===== src/rtl/mem_arbiter.sv =====
// rtl/mem_arbiter.sv - two-requester round-robin memory arbiter, one transaction in flight
module mem_arbiter #(
  parameter int WIDTH   = 32,
  parameter int MEM_LAT = 1
) (
  input  logic             clk,
  input  logic             reset,
  input  logic             core_req,
  input  logic             core_we,
  input  logic [1:0]       core_size,
  input  logic [WIDTH-1:0] core_addr,
  input  logic [WIDTH-1:0] core_wdata,
  input  logic             ld_req,
  input  logic             ld_we,
  input  logic [1:0]       ld_size,
  input  logic [WIDTH-1:0] ld_addr,
  input  logic [WIDTH-1:0] ld_wdata,
  output logic             core_gnt,
  output logic             core_rvalid,
  output logic             core_err,
  output logic             ld_gnt,
  output logic             ld_rvalid,
  output logic             ld_err,
  output logic [WIDTH-1:0] rdata,
  output logic             mem_en,
  output logic             mem_we,
  output logic [1:0]       mem_size,
  output logic [WIDTH-1:0] mem_addr,
  output logic [WIDTH-1:0] mem_wdata,
  input  logic [WIDTH-1:0] mem_rdata
);

  typedef enum logic [1:0] {S_IDLE, S_WAIT, S_DONE} state_e;

  localparam logic       OWN_CORE = 1'b0;
  localparam logic       OWN_LD   = 1'b1;
  localparam logic [3:0] LAT_M1   = 4'(MEM_LAT - 1);

  state_e     state_q, state_d;
  logic [3:0] cnt_q, cnt_d;
  logic       last_owner_q, last_owner_d;
  logic       owner_q, owner_d;
  logic       we_q, we_d;
  logic       err_q, err_d;

  logic             sel_ld;
  logic             win_we;
  logic [1:0]       win_size;
  logic [WIDTH-1:0] win_addr;
  logic [WIDTH-1:0] win_wdata;
  logic             win_legal;

  // Loader wins only when alone or when the core owned the previous grant.
  always_comb begin
    sel_ld    = ld_req && (!core_req || (last_owner_q == OWN_CORE));
    win_we    = sel_ld ? ld_we    : core_we;
    win_size  = sel_ld ? ld_size  : core_size;
    win_addr  = sel_ld ? ld_addr  : core_addr;
    win_wdata = sel_ld ? ld_wdata : core_wdata;
    win_legal = (win_size != 2'b11) &&
                !((win_size == 2'b01) && win_addr[0]) &&
                !((win_size == 2'b10) && (win_addr[1:0] != 2'b00));
  end

  always_comb begin
    state_d      = state_q;
    cnt_d        = cnt_q;
    last_owner_d = last_owner_q;
    owner_d      = owner_q;
    we_d         = we_q;
    err_d        = err_q;
    core_gnt     = 1'b0;
    ld_gnt       = 1'b0;
    core_rvalid  = 1'b0;
    ld_rvalid    = 1'b0;
    core_err     = 1'b0;
    ld_err       = 1'b0;
    rdata        = '0;
    mem_en       = 1'b0;
    mem_we       = 1'b0;
    mem_size     = 2'b00;
    mem_addr     = '0;
    mem_wdata    = '0;
    case (state_q)
      S_IDLE: begin
        // Gating with reset keeps every output low while reset is held.
        if (reset && (core_req || ld_req)) begin
          core_gnt     = !sel_ld;
          ld_gnt       = sel_ld;
          owner_d      = sel_ld;
          last_owner_d = sel_ld;
          we_d         = win_we;
          err_d        = !win_legal;
          cnt_d        = LAT_M1;
          state_d      = (MEM_LAT == 1) ? S_DONE : S_WAIT;
          if (win_legal) begin
            mem_en    = 1'b1;
            mem_we    = win_we;
            mem_size  = win_size;
            mem_addr  = win_addr;
            mem_wdata = win_wdata;
          end
        end
      end
      S_WAIT: begin
        cnt_d = cnt_q - 4'd1;
        if (cnt_q <= 4'd1) begin
          state_d = S_DONE;
        end
      end
      S_DONE: begin
        core_rvalid = (owner_q == OWN_CORE);
        ld_rvalid   = (owner_q == OWN_LD);
        core_err    = (owner_q == OWN_CORE) && err_q;
        ld_err      = (owner_q == OWN_LD) && err_q;
        rdata       = (we_q || err_q) ? '0 : mem_rdata;
        cnt_d       = 4'd0;
        state_d     = S_IDLE;
      end
      default: begin
        state_d = S_IDLE;
      end
    endcase
  end

  always_ff @(posedge clk or negedge reset) begin
    if (!reset) begin
      state_q      <= S_IDLE;
      cnt_q        <= 4'd0;
      last_owner_q <= OWN_LD;
      owner_q      <= OWN_CORE;
      we_q         <= 1'b0;
      err_q        <= 1'b0;
    end else begin
      state_q      <= state_d;
      cnt_q        <= cnt_d;
      last_owner_q <= last_owner_d;
      owner_q      <= owner_d;
      we_q         <= we_d;
      err_q        <= err_d;
    end
  end

endmodule


===== config.mk =====
export PLATFORM = sky130hd
export DESIGN_NAME = mem_arbiter
export DESIGN_NICKNAME = d
export VERILOG_FILES = /design/src/rtl/mem_arbiter.sv
export SDC_FILE = /design/constraint.sdc
export NUM_CORES = 1
export LEC_CHECK = 0
export ABC_AREA = 1
export CAP_MARGIN = 20
export CORE_AREA = 2 2 107 109
export DETAILED_ROUTE_END_ITERATION = 6
export DIE_AREA = 0 0 109 111
export PLACE_DENSITY = 0.67
export SYNTH_ARGS = -nofsm -noshare
export SYNTH_HDL_FRONTEND = slang
export SYNTH_SLANG_ARGS = --single-unit
export TNS_END_PERCENT = 1

===== constraint.sdc =====
create_clock -name clk -period 1.7 [get_ports clk]
set_input_delay 0.34 -clock clk [delete_from_list [all_inputs] [get_ports clk]]
set_output_delay 0.34 -clock clk [all_outputs]
set_load 0.03 [all_outputs]

==> impl_metrics.tcl, run 1 <==
set metrics [dict create \
    ys_ff_latch 5 \
    layout_setup_ws_ns -0.568 \
    ys_warn_count 0 \
    cp_num_buf_inv 2 \
    start_util_pct 18.8 \
    num_vias 3618 \
    fp-row-count 39 \
    cp-end-kind "primary output" \
    syn-mean-instance-area_um2 4.44 \
    fillers 1054 \
    finalSetupViolCount 71 \
    routed_wl_um 10700 \
    synth_xor_area_share_pct 0 \
    worstSetupStartpointType "flop" \
    syn_inst 469 \
    wire_per_inst_um 11.8 \
    status "complete, but fails checks" \
    slew_headroom_pct 75.8 \
    hpwl_um 8670 \
    crit_arrival_ns 1.93 \
    grt_max_degree 33 \
    pwr-share-clk_pct 16.6 \
    area_growth_pct 180 \
    path_class "reg -> out" \
    core-area_um2 11100 \
    synth_compound_area_share_pct 0.480 \
    cts_root_buffer "clkbuf_16" \
    layout.nets 934 \
    clk_pin_slew_worst_paths_ns 0.03 \
    worst_pin_slew_ns 0.363 \
    die_x_um 109 \
    clkLatencyLatePin_ns 0.23 \
    rsz0062_at_grt "yes" \
    tns_ns -35.60 \
    cpMostUsedCell "buf_4" \
    peakVddDrop_v 0.000266 \
    drt-pass1-iter-count 4 \
    fin_crit_sh_pct 133 \
    synthAdderAreaFrac_pct 0 \
    drc 0 \
    violations "negative setup slack" \
    ys_seq_area_share_pct 6.07 \
    utilization_pct 52.7 \
    synth_flop_cell "dfrtp_1" \
    fin_crit_ns 2.27 \
    ant_nets 0 \
    switching_share_pct 43.9 \
    p_leak_nw 3.10 \
    hold_viol_final 0 \
    post_cts_buffers 0 \
    critPathRequiredTime_ns 1.36 \
    synth-simple-area-share_pct 66.3 \
    gp_congestion 0.854 \
    grt_pass1_wl_um 16600 \
    slowest_stage "dfstp_2" \
    pin_count 276 \
    synth-edff-count 0 \
    drive_gt1_share_pct 30.9 \
    die_h_um 111 \
    cts_tree "done" \
    syn_nets 639 \
    cts_buffer_depth 2 \
    power.density_nw_per_um2 407 \
    num_antenna_cells 0 \
    synth_cell_types 19 \
    cts_buffers 3 \
    dieArea_um2 12100 \
    grt_pass1_vias 3605 \
    synthMuxAreaShare_pct 0.480 \
    combPwrFrac_pct 76.5 \
    ys_async_sr_fraction_pct 100 \
    overflow 0 \
    antenna_found_initial 0 \
    crit_chain "nand2_4 -> nand2_8 -> buf_4 -> mux2i_2 -> nor2_2 -> buf_4" \
    fmaxAchievable_mhz 441 \
    drv_slew 0 \
    drtIter0Drc 123 \
    hold_path.class "in -> async" \
    synth_top_family_by_area "simple AND/OR/NAND/NOR gates" \
    critPathMaxFanout 32 \
    cpLargestDelayFamily "flip-flops" \
    grt.total_usage_pct 16.9 \
    finClkSkew_ns 0.00200 \
    p_seq_share_pct 6.8 \
    intPower_mw 1.33 \
    p_sw_mw 1.04 \
    via_per_inst 3.99 \
    clkSinkCount 5 \
    io_buffer_count 275 \
    drv_cap 0 \
    synth_area_um2 2080 \
    htreeDepth 1 \
    slowest_delay_ns 0.55 \
]
power groups by stage:
stage                     sequential, mW  combinational (mW)  clock (mW)
final                              0.162                1.82       0.395
after global routing               0.164                1.96       0.401
after CTS                          0.162                1.79       0.400
after detailed placement           0.162                1.71           0
after global placement             0.162                1.69           0
after floorplan                    0.157               0.894           0
path summary, 6_finish.rpt:
path                                     startpoint                        to  slack, ns  cells after the start
min                                           reset       owner_q$_DFFE_PN0P_       0.41                      2
min reg2reg                last_owner_q$_DFFE_PN1P_  last_owner_q$_DFFE_PN1P_       0.48                      2
min in group clk           last_owner_q$_DFFE_PN1P_  last_owner_q$_DFFE_PN1P_       0.48                      2
max in group asynchronous                     reset  last_owner_q$_DFFE_PN1P_       1.09                      2
max                        last_owner_q$_DFFE_PN1P_                    mem_we      -0.57                      6
max reg2reg                last_owner_q$_DFFE_PN1P_          we_q$_DFFE_PN0P_      -0.10                      6
per-stage QoR:
stage | power [mW] | hold WS [ns] | std cells | worst slack [ns] | cell area [µm²]
after CTS | 2.35 | 0.412 | 906 | -0.578 | 5750
after detailed placement | 1.88 | 0.474 | 902 | -0.728 | 5390
after global routing | 2.53 | 0.441 | 906 | -0.634 | 5830
after floorplan | 1.05 | 0.0444 | 469 | -0.213 | 2420
final | 2.37 | 0.413 | 906 | -0.568 | 5830
after global placement | 1.85 | 0.475 | 902 | -0.708 | 5390
placed cells by master (no fill, tap or decap):
master / n
nand2_1: 204
clkdlybuf4s50_1: 167
inv_1: 109
buf_6: 68
nor2_4: 58
buf_4: 58
nor2_1: 26
nor2_2: 18
buf_12: 15
nand2_2: 8
dlygate4sd2_1: 5
dfrtp_1: 4
nand3_1: 3
nand4_1: 3
clkbuf_16: 3
nand2_4: 2
nand3b_1: 2
inv_2: 2
nand2_8: 1
o21ai_1: 1
nand3_4: 1
mux2i_2: 1
nor3_1: 1
o21ai_0: 1
clkbuf_1: 1
dfstp_2: 1
cell usage after synthesis, types with 2 or more instances:
cell | count | area, µm²
nand2_2 | 3 | 18.8
nand4_1 | 3 | 18.8
buf_2 | 6 | 30.0
buf_1 | 2 | 7.51
buf_6 | 6 | 67.6
nand3b_1 | 2 | 15.0
nand2_1 | 212 | 796
inv_2 | 2 | 7.51
nand3_1 | 4 | 20.0
clkbuf_1 | 9 | 33.8
nor2_2 | 50 | 313
inv_1 | 109 | 409
dfrtp_1 | 4 | 100
nor2_1 | 52 | 195
state kept, by name (all words and copies together) (netlist names):
register	count
err_q	1
state_q	1
last_owner_q	1
owner_q	1
we_q	1
repair_timing:
action,CTS,global route
endpoints found under the setup margin,75,83
hold buffers,0,0
resized for setup,83,23
pin swaps,0,1
logic make-up (layout without fill, tap and decap cells):
logic type             after synthesis  count (layout)
AOI/OAI and AO/OA                    2               2
DFF                                  5               5
and+or+nand+nor                    327             327
muxes                                1               1
buffers and inverters              134             428
metal layers:
metal	wire length, µm	vias up	share of wire, %	GRT usage [%]
met5	0	-	0	0
met4	128	0	1.2	3.50
met3	880	8	8.2	3.47
met2	5750	137	54	33.4
met1	3970	1588	37	17.8
li1	-	1885	-	-
cell type report:
type | instances | area, µm² | area share [%]
Multi-Input combinational cell | 330 | 1820 | 31.1
Timing Repair Buffer | 313 | 3220 | 55.1
Sequential cell | 5 | 126 | 2.17
Inverter | 111 | 417 | 7.14
Tap cell | 143 | 179 | 3.07
Clock buffer | 4 | 78.8 | 1.35
No activity file was read; power rests on OpenSTA's default activity.
==> inputs of run 2 (changes only) <==
==> constraint.sdc (replaced) <==
create_clock -name clk -period 1.7 [get_ports clk]
set_input_delay 0.17 -clock clk [delete_from_list [all_inputs] [get_ports clk]]
set_output_delay 0.17 -clock clk [all_outputs]
set_load 0.03 [all_outputs]
==> impl_metrics.tcl, run 2 (synthesis results as in run 1) <==
set metrics [dict create \
    drv_cap 0 \
    cts_buffers 3 \
    utilization_pct 51.1 \
    critPathMaxFanout 8 \
    slowest_delay_ns 0.54 \
    worst_pin_slew_ns 0.327 \
    io_buffer_count 275 \
    dp.cells 886 \
    fp-row-count 39 \
    num_antenna_cells 0 \
    layout_setup_ws_ns -0.410 \
    rsz0062_at_grt "yes" \
    multiInputGateArea_um2 1660 \
    fillers 1089 \
    violations "negative setup slack" \
    cp-end-kind "primary output" \
    cts_buffer_depth 2 \
    grt.total_usage_pct 17.2 \
    routed_wl_um 11200 \
    grt_pass1_vias 3383 \
    via_per_inst 3.95 \
    layout_commonest_cell "nand2_1" \
    final_cell_mix "202 x nand2_1, 170 x clkdlybuf4s50_1, 108 x inv_1" \
    power.density_nw_per_um2 405 \
    clk_pin_slew_worst_paths_ns 0.03 \
    slowest_stage "dfstp_2" \
    clkLatencyLatePin_ns 0.22 \
    worstSetupStartpointType "flop" \
    fmaxAchievable_mhz 474 \
    finClkSkew_ns 0.000253 \
    num_vias 3553 \
    cts_root_buffer "clkbuf_16" \
    reg2regPathDepth 7 \
    grt_max_degree 40 \
    crit_arrival_ns 1.94 \
    peakVddDrop_v 0.000271 \
    area_growth_pct 172 \
    fin_crit_ns 2.11 \
    rrSetupSlack_ns 0.11 \
    worst_hold_slack_ns 0.253 \
    wire_per_inst_um 12.4 \
    start_util_pct 18.8 \
    core-area_um2 11100 \
    clkSinkCount 5 \
    die_h_um 111 \
    slew_headroom_pct 78.1 \
    dieArea_um2 12100 \
    final_cells 899 \
    htreeDepth 1 \
    p_leak_nw 3.07 \
    path_class "reg -> out" \
    gp_congestion 0.911 \
    crit_chain "nand2_4 -> buf_4 -> nand3_1 -> nand2_2 -> nand2_2 -> nand3_4 -> buf_6 -> clkbuf_16 -> nor2_4 -> buf_6" \
    hold_path.class "in -> async" \
    critPathRequiredTime_ns 1.53 \
    status "complete, but fails checks" \
    drc 0 \
    ant_nets 0 \
    antenna_found_initial 0 \
    fin_crit_sh_pct 124 \
    hold_viol_final 0 \
    drtIter0Drc 176 \
    grt_pass1_wl_um 16600 \
    drive_gt1_share_pct 29.1 \
    finalSetupViolCount 70 \
    cts_tree "done" \
    drv_slew 0 \
    die_x_um 109 \
    pin_count 276 \
    layout.nets 927 \
    drt-pass1-iter-count 4 \
    overflow 0 \
    hpwl_um 8640 \
    regArea_um2 126 \
]
[run 2: changes by cell type in the layout (fill, tap and decap cells not counted), sizes merged]
cell           delta
buf              -10
clkdlybuf4s50     +3
dlygate4sd2       -3
bufbuf            +1
clkbuf            +1
dlymetal6s2s      +1
[run 2: path summary, 6_finish.rpt]
kind | to | from
min | owner_q$_DFFE_PN0P_ | reset
max in group asynchronous | last_owner_q$_DFFE_PN1P_ | reset
min in group clk | last_owner_q$_DFFE_PN1P_ | last_owner_q$_DFFE_PN1P_
max | mem_wdata[0] | last_owner_q$_DFFE_PN1P_
max reg2reg | we_q$_DFFE_PN0P_ | last_owner_q$_DFFE_PN1P_
min reg2reg | last_owner_q$_DFFE_PN1P_ | last_owner_q$_DFFE_PN1P_
[run 2: per-stage QoR]
stage	power (mW)	setup slack, ns	instance area, µm²	setup TNS (ns)
6_report	2.29	-0.410	5660	-24.44
5_1_grt	2.45	-0.497	5660	-30.99
4_1_cts	2.26	-0.403	5540	-24.87
3_5_place_dp	1.72	-0.415	4980	-24.30
3_3_place_gp	1.70	-0.333	4980	-21.07
2_1_floorplan	0.948	-0.111	2150	-5.94
[run 2: final cells by class]
| type | instances | share of cell area (%) |
|---|---|---|
| repair buffers | 306 | 56.5 |
| multi-input cells | 330 | 29.3 |
| inverters | 111 | 7.36 |
| well taps | 143 | 3.16 |
| flip-flops and latches | 5 | 2.23 |
| clock buffers | 4 | 1.39 |
[run 2: metal layers]
layer	share of wire [%]	vias up	global-route usage, %	routed length, µm
met5	0	-	0	0
met4	1.9	0	4.10	208
met3	9.0	16	4.35	1000
li1	-	1867	-	-
met1	38	1525	18.9	4280
met2	51	145	32.0	5690
[run 2: worst max-delay path, delay by kind of cell, from the launching register on]
family                 cells  cell delay [ns]
flip-flops                 1             0.54
buffers and inverters      4             0.63
AND/OR/NAND/NOR            6             0.54
[run 2: repair_timing]
action / 4_1_cts / 5_1_grt
setup buffers: 5 / 0
setup endpoints to repair: 72 / 71
hold buffers: 0 / 0
gates resized for setup: 99 / 21
gates cloned: 3 / 1
pin swaps: 3 / 3
[run 2: where the power goes]
group          internal [mW]  total, mW  switching, mW
combinational          0.859       1.76          0.896
clock                  0.310      0.379         0.0687
sequential             0.143      0.160         0.0173
